==> config.mk <==
export PLATFORM = sky130hd
export DESIGN_NAME = div_unit_flat
export DESIGN_NICKNAME = d
export VERILOG_FILES = /design/src/rtl/div_pkg.sv /design/src/rtl/div_if.sv /design/src/rtl/div_sub.sv /design/src/rtl/div_unit.sv /design/src/flat_wrapper.sv
export SDC_FILE = /design/constraint.sdc
export NUM_CORES = 1
export LEC_CHECK = 0
export ABC_AREA = 1
export CAP_MARGIN = 20
export CORE_AREA = 2 2 146 148
export DETAILED_ROUTE_END_ITERATION = 16
export DIE_AREA = 0 0 148 150
export PLACE_DENSITY = 0.78
export SLEW_MARGIN = 0
export SYNTH_ARGS = -nofsm -noshare
export SYNTH_HDL_FRONTEND = slang
export SYNTH_SLANG_ARGS = --single-unit
==> constraint.sdc <==
create_clock -name i_clk -period 7 [get_ports i_clk]
set_input_delay 1.75 -clock i_clk [delete_from_list [all_inputs] [get_ports i_clk]]
set_output_delay 1.75 -clock i_clk [all_outputs]
set_load 0.005 [all_outputs]
==> src/rtl/div_pkg.sv <==
// Shared definitions for the multi-cycle RV32M divider.
//   WIDTH_C     : operand/result width (only 32 is supported)
//   CNT_W       : iteration counter width
//   div_op_e    : operation encoding as seen on i_op
//   div_state_e : controller states
// Optional feature macro used by div_unit: DIV_ZERO_FAST_EN.
package div_pkg;

    localparam int WIDTH_C = 32;
    localparam int CNT_W   = 6;

    // Bit 0 set means unsigned, bit 1 set means remainder.
    typedef enum logic [1:0] {
        OP_DIV  = 2'b00,
        OP_DIVU = 2'b01,
        OP_REM  = 2'b10,
        OP_REMU = 2'b11
    } div_op_e;

    typedef enum logic [1:0] {
        ST_IDLE = 2'd0,
        ST_CALC = 2'd1,
        ST_FIX  = 2'd2
    } div_state_e;

    // Two's-complement magnitude of a value when it is to be treated as negative.
    function automatic logic [WIDTH_C-1:0] abs_if(input logic neg, input logic [WIDTH_C-1:0] v);
        return neg ? (~v + 1'b1) : v;
    endfunction

endpackage

==> src/rtl/div_if.sv <==
// Request/result bundle between the execute stage and the divider.
//   i_start  : request, honoured only while o_ready is high
//   i_op     : operation (div_op_e encoding)
//   i_data_a : dividend
//   i_data_b : divisor
//   o_ready  : divider idle and able to accept a request
//   o_valid  : one-cycle pulse, new result on o_data
//   o_data   : quotient or remainder, held until the next result
// master modport = requester (core), slave modport = divider.
interface div_if #(
    parameter int WIDTH = 32
);
    logic             i_start;
    logic [1:0]       i_op;
    logic [WIDTH-1:0] i_data_a;
    logic [WIDTH-1:0] i_data_b;
    logic             o_ready;
    logic             o_valid;
    logic [WIDTH-1:0] o_data;

    modport master (
        output i_start, i_op, i_data_a, i_data_b,
        input  o_ready, o_valid, o_data
    );

    modport slave (
        input  i_start, i_op, i_data_a, i_data_b,
        output o_ready, o_valid, o_data
    );
endinterface

==> src/rtl/div_sub.sv <==
// Combinational trial subtractor used by one restoring-division iteration.
//   minuend    : shifted partial remainder
//   subtrahend : divisor magnitude (zero-extended)
//   diff       : minuend - subtrahend (low W bits)
//   borrow     : 1 when subtrahend > minuend, i.e. the trial failed
module div_sub #(
    parameter int W = 33
) (
    input  logic [W-1:0] minuend,
    input  logic [W-1:0] subtrahend,
    output logic [W-1:0] diff,
    output logic         borrow
);

    // One extra bit on each operand turns the carry-out into a borrow flag.
    assign {borrow, diff} = {1'b0, minuend} - {1'b0, subtrahend};

endmodule

==> src/rtl/div_unit.sv <==
// Multi-cycle RV32M divider (DIV, DIVU, REM, REMU), radix-2 restoring,
// one quotient bit per clock.
// Ports:
//   i_clk : clock, rising edge
//   i_rst : asynchronous active-high reset
//   bus   : div_if.slave (i_start/i_op/i_data_a/i_data_b in,
//           o_ready/o_valid/o_data out)
// Timing: accept at e0, iterations on e1..e32, result registered on e33;
// o_valid and o_ready are both high in the following cycle so a new request
// can be issued back-to-back.
// Optional feature: define DIV_ZERO_FAST_EN to bypass the iterations when
// the divisor is zero (result after one cycle, same values).
module div_unit
    import div_pkg::*;
#(
    parameter int WIDTH = WIDTH_C
) (
    input  logic i_clk,
    input  logic i_rst,
    div_if.slave bus
);

    localparam logic [1:0] S_IDLE = 2'(ST_IDLE);
    localparam logic [1:0] S_CALC = 2'(ST_CALC);
    localparam logic [1:0] S_FIX  = 2'(ST_FIX);

`ifdef DIV_ZERO_FAST_EN
    localparam bit ZERO_FAST = 1'b1;
`else
    localparam bit ZERO_FAST = 1'b0;
`endif

    localparam logic [CNT_W-1:0] LAST_ITER = CNT_W'(WIDTH - 1);

    // Controller and datapath state
    logic [1:0]       state_reg,   state_next;
    logic [CNT_W-1:0] cnt_reg,     cnt_next;
    logic [WIDTH-1:0] rem_reg,     rem_next;
    // Holds the dividend magnitude at start; quotient bits shift in from the
    // right as dividend bits leave on the left.
    logic [WIDTH-1:0] quot_reg,    quot_next;
    logic [WIDTH-1:0] divisor_reg;
    logic             quot_neg_reg;
    logic             rem_neg_reg;
    logic             is_rem_reg;
    logic             valid_reg;
    logic [WIDTH-1:0] data_reg;

    // Request decode
    logic             accept;
    logic             op_signed;
    logic             a_neg;
    logic             b_neg;
    logic             b_zero;
    logic [WIDTH-1:0] mag_a;
    logic [WIDTH-1:0] mag_b;

    assign accept    = (state_reg == S_IDLE) && bus.i_start;
    assign op_signed = ~bus.i_op[0];
    assign a_neg     = op_signed & bus.i_data_a[WIDTH-1];
    assign b_neg     = op_signed & bus.i_data_b[WIDTH-1];
    assign b_zero    = (bus.i_data_b == '0);
    assign mag_a     = abs_if(a_neg, bus.i_data_a);
    assign mag_b     = abs_if(b_neg, bus.i_data_b);

    // One iteration: shift next dividend bit into the partial remainder and
    // try to subtract the divisor.
    logic [WIDTH:0]   shifted;
    logic [WIDTH:0]   trial_diff;
    logic             trial_borrow;
    logic [WIDTH-1:0] rem_step;

    assign shifted = {rem_reg, quot_reg[WIDTH-1]};

    div_sub #(
        .W (WIDTH + 1)
    ) u_sub (
        .minuend    (shifted),
        .subtrahend ({1'b0, divisor_reg}),
        .diff       (trial_diff),
        .borrow     (trial_borrow)
    );

    // The restored remainder is always below the divisor, so it fits in
    // WIDTH bits; the top difference bit carries no information.
    assign rem_step = trial_borrow ? shifted[WIDTH-1:0] : trial_diff[WIDTH-1:0];

    logic unused_diff_msb;
    assign unused_diff_msb = trial_diff[WIDTH];

    // Sign correction applied in FIX
    logic [WIDTH-1:0] quot_fixed;
    logic [WIDTH-1:0] rem_fixed;

    assign quot_fixed = abs_if(quot_neg_reg, quot_reg);
    assign rem_fixed  = abs_if(rem_neg_reg, rem_reg);

    always_comb begin
        state_next = state_reg;
        cnt_next   = cnt_reg;
        rem_next   = rem_reg;
        quot_next  = quot_reg;
        case (state_reg)
            S_IDLE: begin
                if (bus.i_start) begin
                    state_next = S_CALC;
                    cnt_next   = '0;
                    rem_next   = '0;
                    quot_next  = mag_a;
                    // A zero divisor always yields all-ones quotient and the
                    // dividend as remainder, so those can be loaded directly.
                    if (ZERO_FAST && b_zero) begin
                        state_next = S_FIX;
                        rem_next   = mag_a;
                        quot_next  = '1;
                    end
                end
            end
            S_CALC: begin
                rem_next  = rem_step;
                quot_next = {quot_reg[WIDTH-2:0], ~trial_borrow};
                cnt_next  = cnt_reg + 1'b1;
                if (cnt_reg == LAST_ITER) begin
                    state_next = S_FIX;
                end
            end
            S_FIX: begin
                state_next = S_IDLE;
            end
            default: begin
                state_next = S_IDLE;
            end
        endcase
    end

    always_ff @(posedge i_clk or posedge i_rst) begin
        if (i_rst) begin
            state_reg    <= S_IDLE;
            cnt_reg      <= '0;
            rem_reg      <= '0;
            quot_reg     <= '0;
            divisor_reg  <= '0;
            quot_neg_reg <= 1'b0;
            rem_neg_reg  <= 1'b0;
            is_rem_reg   <= 1'b0;
            valid_reg    <= 1'b0;
            data_reg     <= '0;
        end else begin
            state_reg <= state_next;
            cnt_reg   <= cnt_next;
            rem_reg   <= rem_next;
            quot_reg  <= quot_next;
            valid_reg <= 1'b0;
            if (accept) begin
                divisor_reg  <= mag_b;
                // Quotient negation is suppressed for a zero divisor so the
                // all-ones result survives for signed DIV as well.
                quot_neg_reg <= (a_neg ^ b_neg) & ~b_zero;
                rem_neg_reg  <= a_neg;
                is_rem_reg   <= bus.i_op[1];
            end
            if (state_reg == S_FIX) begin
                data_reg  <= is_rem_reg ? rem_fixed : quot_fixed;
                valid_reg <= 1'b1;
            end
        end
    end

    assign bus.o_ready = (state_reg == S_IDLE);
    assign bus.o_valid = valid_reg;
    assign bus.o_data  = data_reg;

endmodule

==> src/flat_wrapper.sv <==
// flat-port wrapper written by rule: the top's interface ports become plain ports
module div_unit_flat import div_pkg::*;
#(
    parameter int WIDTH = WIDTH_C
)
  (i_clk, i_rst, bus_i_start, bus_i_op, bus_i_data_a, bus_i_data_b, bus_o_ready, bus_o_valid, bus_o_data);
  div_if #(.WIDTH(WIDTH)) bus_i ();
  input  logic i_clk;
  input  logic i_rst;
  input wire logic [$bits(bus_i.i_start)-1:0] bus_i_start;
  input wire logic [$bits(bus_i.i_op)-1:0] bus_i_op;
  input wire logic [$bits(bus_i.i_data_a)-1:0] bus_i_data_a;
  input wire logic [$bits(bus_i.i_data_b)-1:0] bus_i_data_b;
  output wire logic [$bits(bus_i.o_ready)-1:0] bus_o_ready;
  output wire logic [$bits(bus_i.o_valid)-1:0] bus_o_valid;
  output wire logic [$bits(bus_i.o_data)-1:0] bus_o_data;
  assign bus_i.i_start = bus_i_start;
  assign bus_i.i_op = bus_i_op;
  assign bus_i.i_data_a = bus_i_data_a;
  assign bus_i.i_data_b = bus_i_data_b;
  assign bus_o_ready = bus_i.o_ready;
  assign bus_o_valid = bus_i.o_valid;
  assign bus_o_data = bus_i.o_data;
  div_unit #(.WIDTH(WIDTH)) u_core (.i_clk(i_clk), .i_rst(i_rst), .bus(bus_i));
endmodule
== Word level (Yosys, flattened, before mapping) ==
Index checks and enable logic that the tools add are counted.

* Div/mod/pow operators: 0
* $lt $le $gt $ge: 0
* Reductions and logical operators: 6
* Muxes and demuxes: 16
* Bitwise operators: 11
* $add $sub $neg: 6
* $mul: 0
* Shift operators: 0
* Equality and inequality tests: 5

{| class="wikitable"
|+ Operators with widths
! operator !! count
|-
| 32-bit 2-to-1 mux || 8
|-
| 32-bit by 1-bit adder with 32-bit output, second input constant || 4
|-
| 32-bit NOT || 4
|-
| 32-bit one-hot mux with 2 select lines || 2
|-
| 33-bit by 32-bit subtractor with 34-bit output || 1
|-
| 32-bit zero test || 1
|-
| 6-bit one-hot mux with 2 select lines || 1
|-
| 6-bit by 1-bit adder with 6-bit output, second input constant || 1
|-
| 6-bit by 5-bit equality test with 1-bit output, second input constant || 1
|-
| 6-bit 2-to-1 mux || 1
|-
| 2-bit 2-to-1 mux || 2
|-
| 2-bit one-hot mux with 2 select lines || 1
|-
| 2-bit AND reduction || 2
|-
| 1-bit AND || 3
|-
| 1-bit NOT || 3
|-
| 2-bit by 1-bit equality test with 1-bit output, second input constant || 1
|-
| 2-bit equality test, second input constant || 1
|-
| 2-bit zero test || 1
|-
| 2-bit by 1-bit != test with 1-bit output, second input constant || 1
|-
| 2-bit != test, second input constant || 1
|-
| 2-bit nonzero test || 1
|-
| 1-bit logical AND || 1
|-
| 1-bit 2-to-1 mux || 1
|-
| 1-bit XOR || 1
|}

* Latch bits: 0
* Input bits: 69
* Register bits after elaboration: 140
* Output and inout port bits: 34
* Logic and storage cells: 54
* Memories kept: 0
* Bits in read-only memories: 0
* RAM bits: 0

== Depth between registers and ports, before layout ==
* Depth after elaboration: 5
* Mapped depth: 16
* Mapped depth without buffers: 16

== Modules after synthesis ==
From an unflattened synthesis, not the netlist that was laid out.

* Cell total of the unflattened synthesis: 2095
* Area total of the unflattened synthesis: 12484.5 sq um

{| class="wikitable"
|+ Modules (own cells, without submodules)
! module !! times used !! cells an instance !! area an instance (sq um)
|-
| div_unit || 1 || 1518 || 9831.9
|-
| div_sub || 1 || 577 || 2652.5
|}

== Worst setup path before layout ==
No wires, ideal clock.

* Kind: input to register
* Start point: input bus_i_data_b[0]
* End point: register u_core.divisor_reg[30]
* Data required time: 6.866 ns
* Cell stages on the path: 9
* Setup time: 0.134 ns
* Buffers on the path: 0
* Arrival: 2.898 ns
* Path slack: 3.969 ns
* Path through: inv_1 -> ha_1 -> nand3_1 -> nor3_2 -> nand3_1 -> o21ai_1 -> nand3b_1 -> nand3_1 -> o21ai_0

* Longest elaborated chain between the ends: 3

{| class="wikitable"
|+ Ends and longest elaborated chain
! item !! RTL line !! text
|-
| start, declared || flat_wrapper.sv:13 || <nowiki>input wire logic [$bits(bus_i.i_data_b)-1:0] bus_i_data_b;</nowiki>
|-
| 32-bit NOT || div_pkg.sv:28 || <nowiki>return neg ? (~v + 1'b1) : v;</nowiki>
|-
| 32-bit by 1-bit adder with 32-bit output || div_pkg.sv:28 ||
|-
| 32-bit 2-to-1 mux || div_pkg.sv:28 ||
|-
| end signal, assigned || div_unit.sv:155 || <nowiki>divisor_reg <= mag_b;</nowiki>
|-
| end, declared || div_unit.sv:42 || <nowiki>logic [WIDTH-1:0] divisor_reg;</nowiki>
|}

Every way passes these cells.
A chain may end at the register's enable or synchronous reset.

== Final worst setup path ==
* Start point: input bus_i_start
* End point: register u_core.quot_reg[28]

* Longest elaborated chain between the ends: 2

{| class="wikitable"
|+ Ends and longest elaborated chain
! item !! RTL line !! text
|-
| start, declared || flat_wrapper.sv:10 || <nowiki>input wire logic [$bits(bus_i.i_start)-1:0] bus_i_start;</nowiki>
|-
| 2-bit != test (no line) || -- ||
|-
| 2-bit AND reduction (no line) || -- ||
|-
| end signal, assigned || div_unit.sv:152 || <nowiki>quot_reg <= quot_next;</nowiki>
|-
| end, declared || div_unit.sv:41 || <nowiki>logic [WIDTH-1:0] quot_reg, quot_next;</nowiki>
|}

Every way passes these cells.

==> metrics.yaml <==
yosys:
  yosysTopAreaCellShare_pct: 28.92
  ys_seq_elements: 140
  ys_seq_area_share_pct: 28.92
  yosysUniqueCellTypes: 45
  ys_warn_count: 0
  synthCells: 1987
  syn_avg_cell_area_um2: 6.097
  yosys-top-cells-area: "dfrtp_1 29%, nand2_1 20%, nand3_1 10%"
  synth_top_cell_by_area: "dfrtp_1"
  synth_area_mm2: 0.01212
  yosys_most_used_dff: "dfrtp_1"
  synth_edf_count: 0
  syn-num-nets: 2094
  synthArstFlopShare_pct: 100.0
grt:
  grt_overflow: 0
  grt_max_degree: 73
  grt_pass1_wl_um: 61380
  antenna_found_initial: 0
  grt_use_total_pct: 35.13
  first_global_vias: 11990
floorplanning:
  die-area_mm2: 0.02220
  die_h_um: 150
  start_util_pct: 58.56
  core_mm2: 0.02069
  die_w_um: 148
  row_count: 53
  io_pins: 103
place:
  placed_cells: 2315
  gp_congestion: 0.9526
  pre_cts_slack_ns: 2.683
  io_buffers: 102
  dp_hpwl_um: 29800
critical_path:
  crit_path_frequent_cell: "buf_4"
  required_ns: 7.35
  worstPathArrival_ns: 4.27
  cp-end-kind: "flip-flop"
  critPathMaxFanout: 59
  start_kind: "input pin"
  slowest_stage: "buf_4"
  path_class: "input pin to flip-flop"
  critical_path.top_delay_family: "buffers and inverters"
  path_buf_inv: 4
  cp-startpoint: "bus_i_start"
  max_stage_delay_ns: 0.54
  crit_chain: "clkdlybuf4s50_1 > nand2_1 > buf_4 > inv_2 > nor2_4 > buf_4 > a21boi_0 > o21ai_1"
  r2r-start: "u_core.rem_reg[19]"
timing:
  fin_ws_ns: 3.077
  worst_pin_slew_ns: 0.9349
  rsz0062_at_grt: "no"
  hold_viol: 0
  tns_ns: 0
  fin_crit_ns: 3.923
  finalSetupViolCount: 0
  maxSlewHeadroom_pct: 37.60
  period_share_pct: 56.04
  slew_violations: 0
  max_freq_ghz: 0.2549
  finClkSkew_ns: 0.01008
clocking:
  cts_tree: "done"
  htreeDepth: 4
  cts_resized: 0
  ctsRootBufferMaster: "clkbuf_16"
  clkSlewWorstSetupHoldPaths_ns: 0.06
  holdBufCountCts: 0
  clock_latency_ns: 0.43
  numCtsBuffers: 17
  clockBufferDepth: 2
  post_cts_buffers: 0
  cts_sinks: 140
hold_path:
  min_from: "u_core.bus.o_data[17]"
  hp-class: "flip-flop to flip-flop"
flow_run:
  drv_cap: 0
routing:
  via_per_inst: 5.629
  avgRoutedWirePerCell_um: 16.28
  drtIter0Drc: 1199
  vias: 13200
  drt-total-wl_um: 38170
  ant_nets: 0
  dr.pass1.iters: 5
  drc: 0
cells_and_area:
  final_cells: 2345
  layout.nets: 2166
  area_growth_pct: 14.69
  drive_gt1_share_pct: 4.493
  antennaDiodeCount: 0
  fin_util_pct: 67.16
power:
  power_density_mw_per_mm2: 535.8
  p_leak_nw: 7.083
  peakVddDrop_v: 0.0002378
status:
  status: "complete, no violations"
[stage by stage]
| stage | total power, mW | instance area (um2) | hold WS (ns) |
|---|---|---|---|
| 6_report | 7.445 | 13890 | 0.4846 |
| 3_3_place_gp | 6.301 | 13300 | 0.4655 |
| 5_1_grt | 8.151 | 13890 | 0.5079 |
| 4_1_cts | 7.361 | 13890 | 0.4851 |
| 3_5_place_dp | 6.422 | 13300 | 0.4691 |
| 2_1_floorplan | 4.996 | 12120 | 0.4489 |
[area by class of cell]
type | instances | area (um2)
Sequential cell | 140 | 3503
Tap cell | 275 | 344.1
Clock buffer | 17 | 425.4
Timing Repair Buffer | 111 | 1089
Clock inverter | 13 | 166.4
Multi-Input combinational cell | 1491 | 7243
Inverter | 298 | 1124
Fill cell | 2012 | 6795
[worst reg2reg max path: cells and delay by family, from the launching register on]
kind | cells | cell delay [ns]
adder cells (fa/ha/maj) | 1 | 0.43
buffers and inverters | 1 | 0.05
AO/OA/AOI/OAI | 1 | 0.07
AND/OR/NAND/NOR | 10 | 1.86
flip-flops | 1 | 0.50
[metal layers]
layer  wire length (um)  up-vias  global-route usage, %
met1              16620     6039                  49.34
met3               2980       76                  4.512
li1                   -     6503                      -
met5                  0        -                      0
met4               1253        0                  12.62
met2              17320      582                  55.86
[placed cells by master (no fill, tap or decap), types with 3 or more instances in the layout]
master,synthesis,layout
xor2_1,24,24
or2_2,3,3
a31oi_1,18,18
o221ai_1,4,4
nor2_2,14,14
buf_4,1,9
o21ai_0,110,110
o211ai_1,9,9
clkdlybuf4s50_1,0,102
nand3_1,246,246
inv_6,0,4
nand2_1,642,642
nor3_2,3,3
nor2_1,184,182
o21bai_1,3,3
inv_2,6,6
o31ai_1,5,5
nand3b_1,13,13
dfrtp_1,140,140
and2_1,5,5
o21ai_1,13,13
xnor2_1,17,17
nand3_2,6,6
clkbuf_16,0,17
clkinvlp_4,0,3
nand4_1,26,26
nand2_2,11,11
inv_1,290,289
bufinv_16,0,3
nor2_4,3,5
nor3_1,9,9
ha_1,37,37
or2_1,3,3
a22oi_1,20,20
o22ai_1,5,5
a21oi_1,46,46
[synth_stat cells (20+ instances only)]
master / n
nand3_1: 246
a22oi_1: 20
o21ai_0: 110
dfrtp_1: 140
clkbuf_1: 29
inv_1: 290
nor2_1: 184
xor2_1: 24
ha_1: 37
nand2_1: 642
nand4_1: 26
a21oi_1: 46
[power breakdown]
part / internal (mW) / total, mW / switching, mW
clock network: 0.559 / 0.924 / 0.365
registers: 1.21 / 1.70 / 0.493
logic: 1.68 / 4.82 / 3.14
[path summary, 6_finish.rpt]
check	slack (ns)	endpoint	cells past startpoint
worst max-delay path	3.08	u_core.quot_reg[28]	8
worst min-delay path	0.48	u_core.bus.o_data[17]	2
worst max register to register	3.98	u_core.rem_reg[29]	13
worst min register to register	0.48	u_core.bus.o_data[17]	2
max in group asynchronous	4.31	u_core.divisor_reg[2]	3
min in group asynchronous	1.59	u_core.bus.o_data[2]	2
[cells by family after synthesis]
logic type,Yosys count,share of synthesized area [%]
flip-flops,140,28.92
AND/OR/NAND/NOR,1173,41.55
AO/OA/AOI/OAI,239,11.16
buffers and inverters,356,11.42
adder cells (fa/ha/maj),38,3.986
XOR/XNOR,41,2.964
No activity file was read; power rests on OpenSTA's default activity.
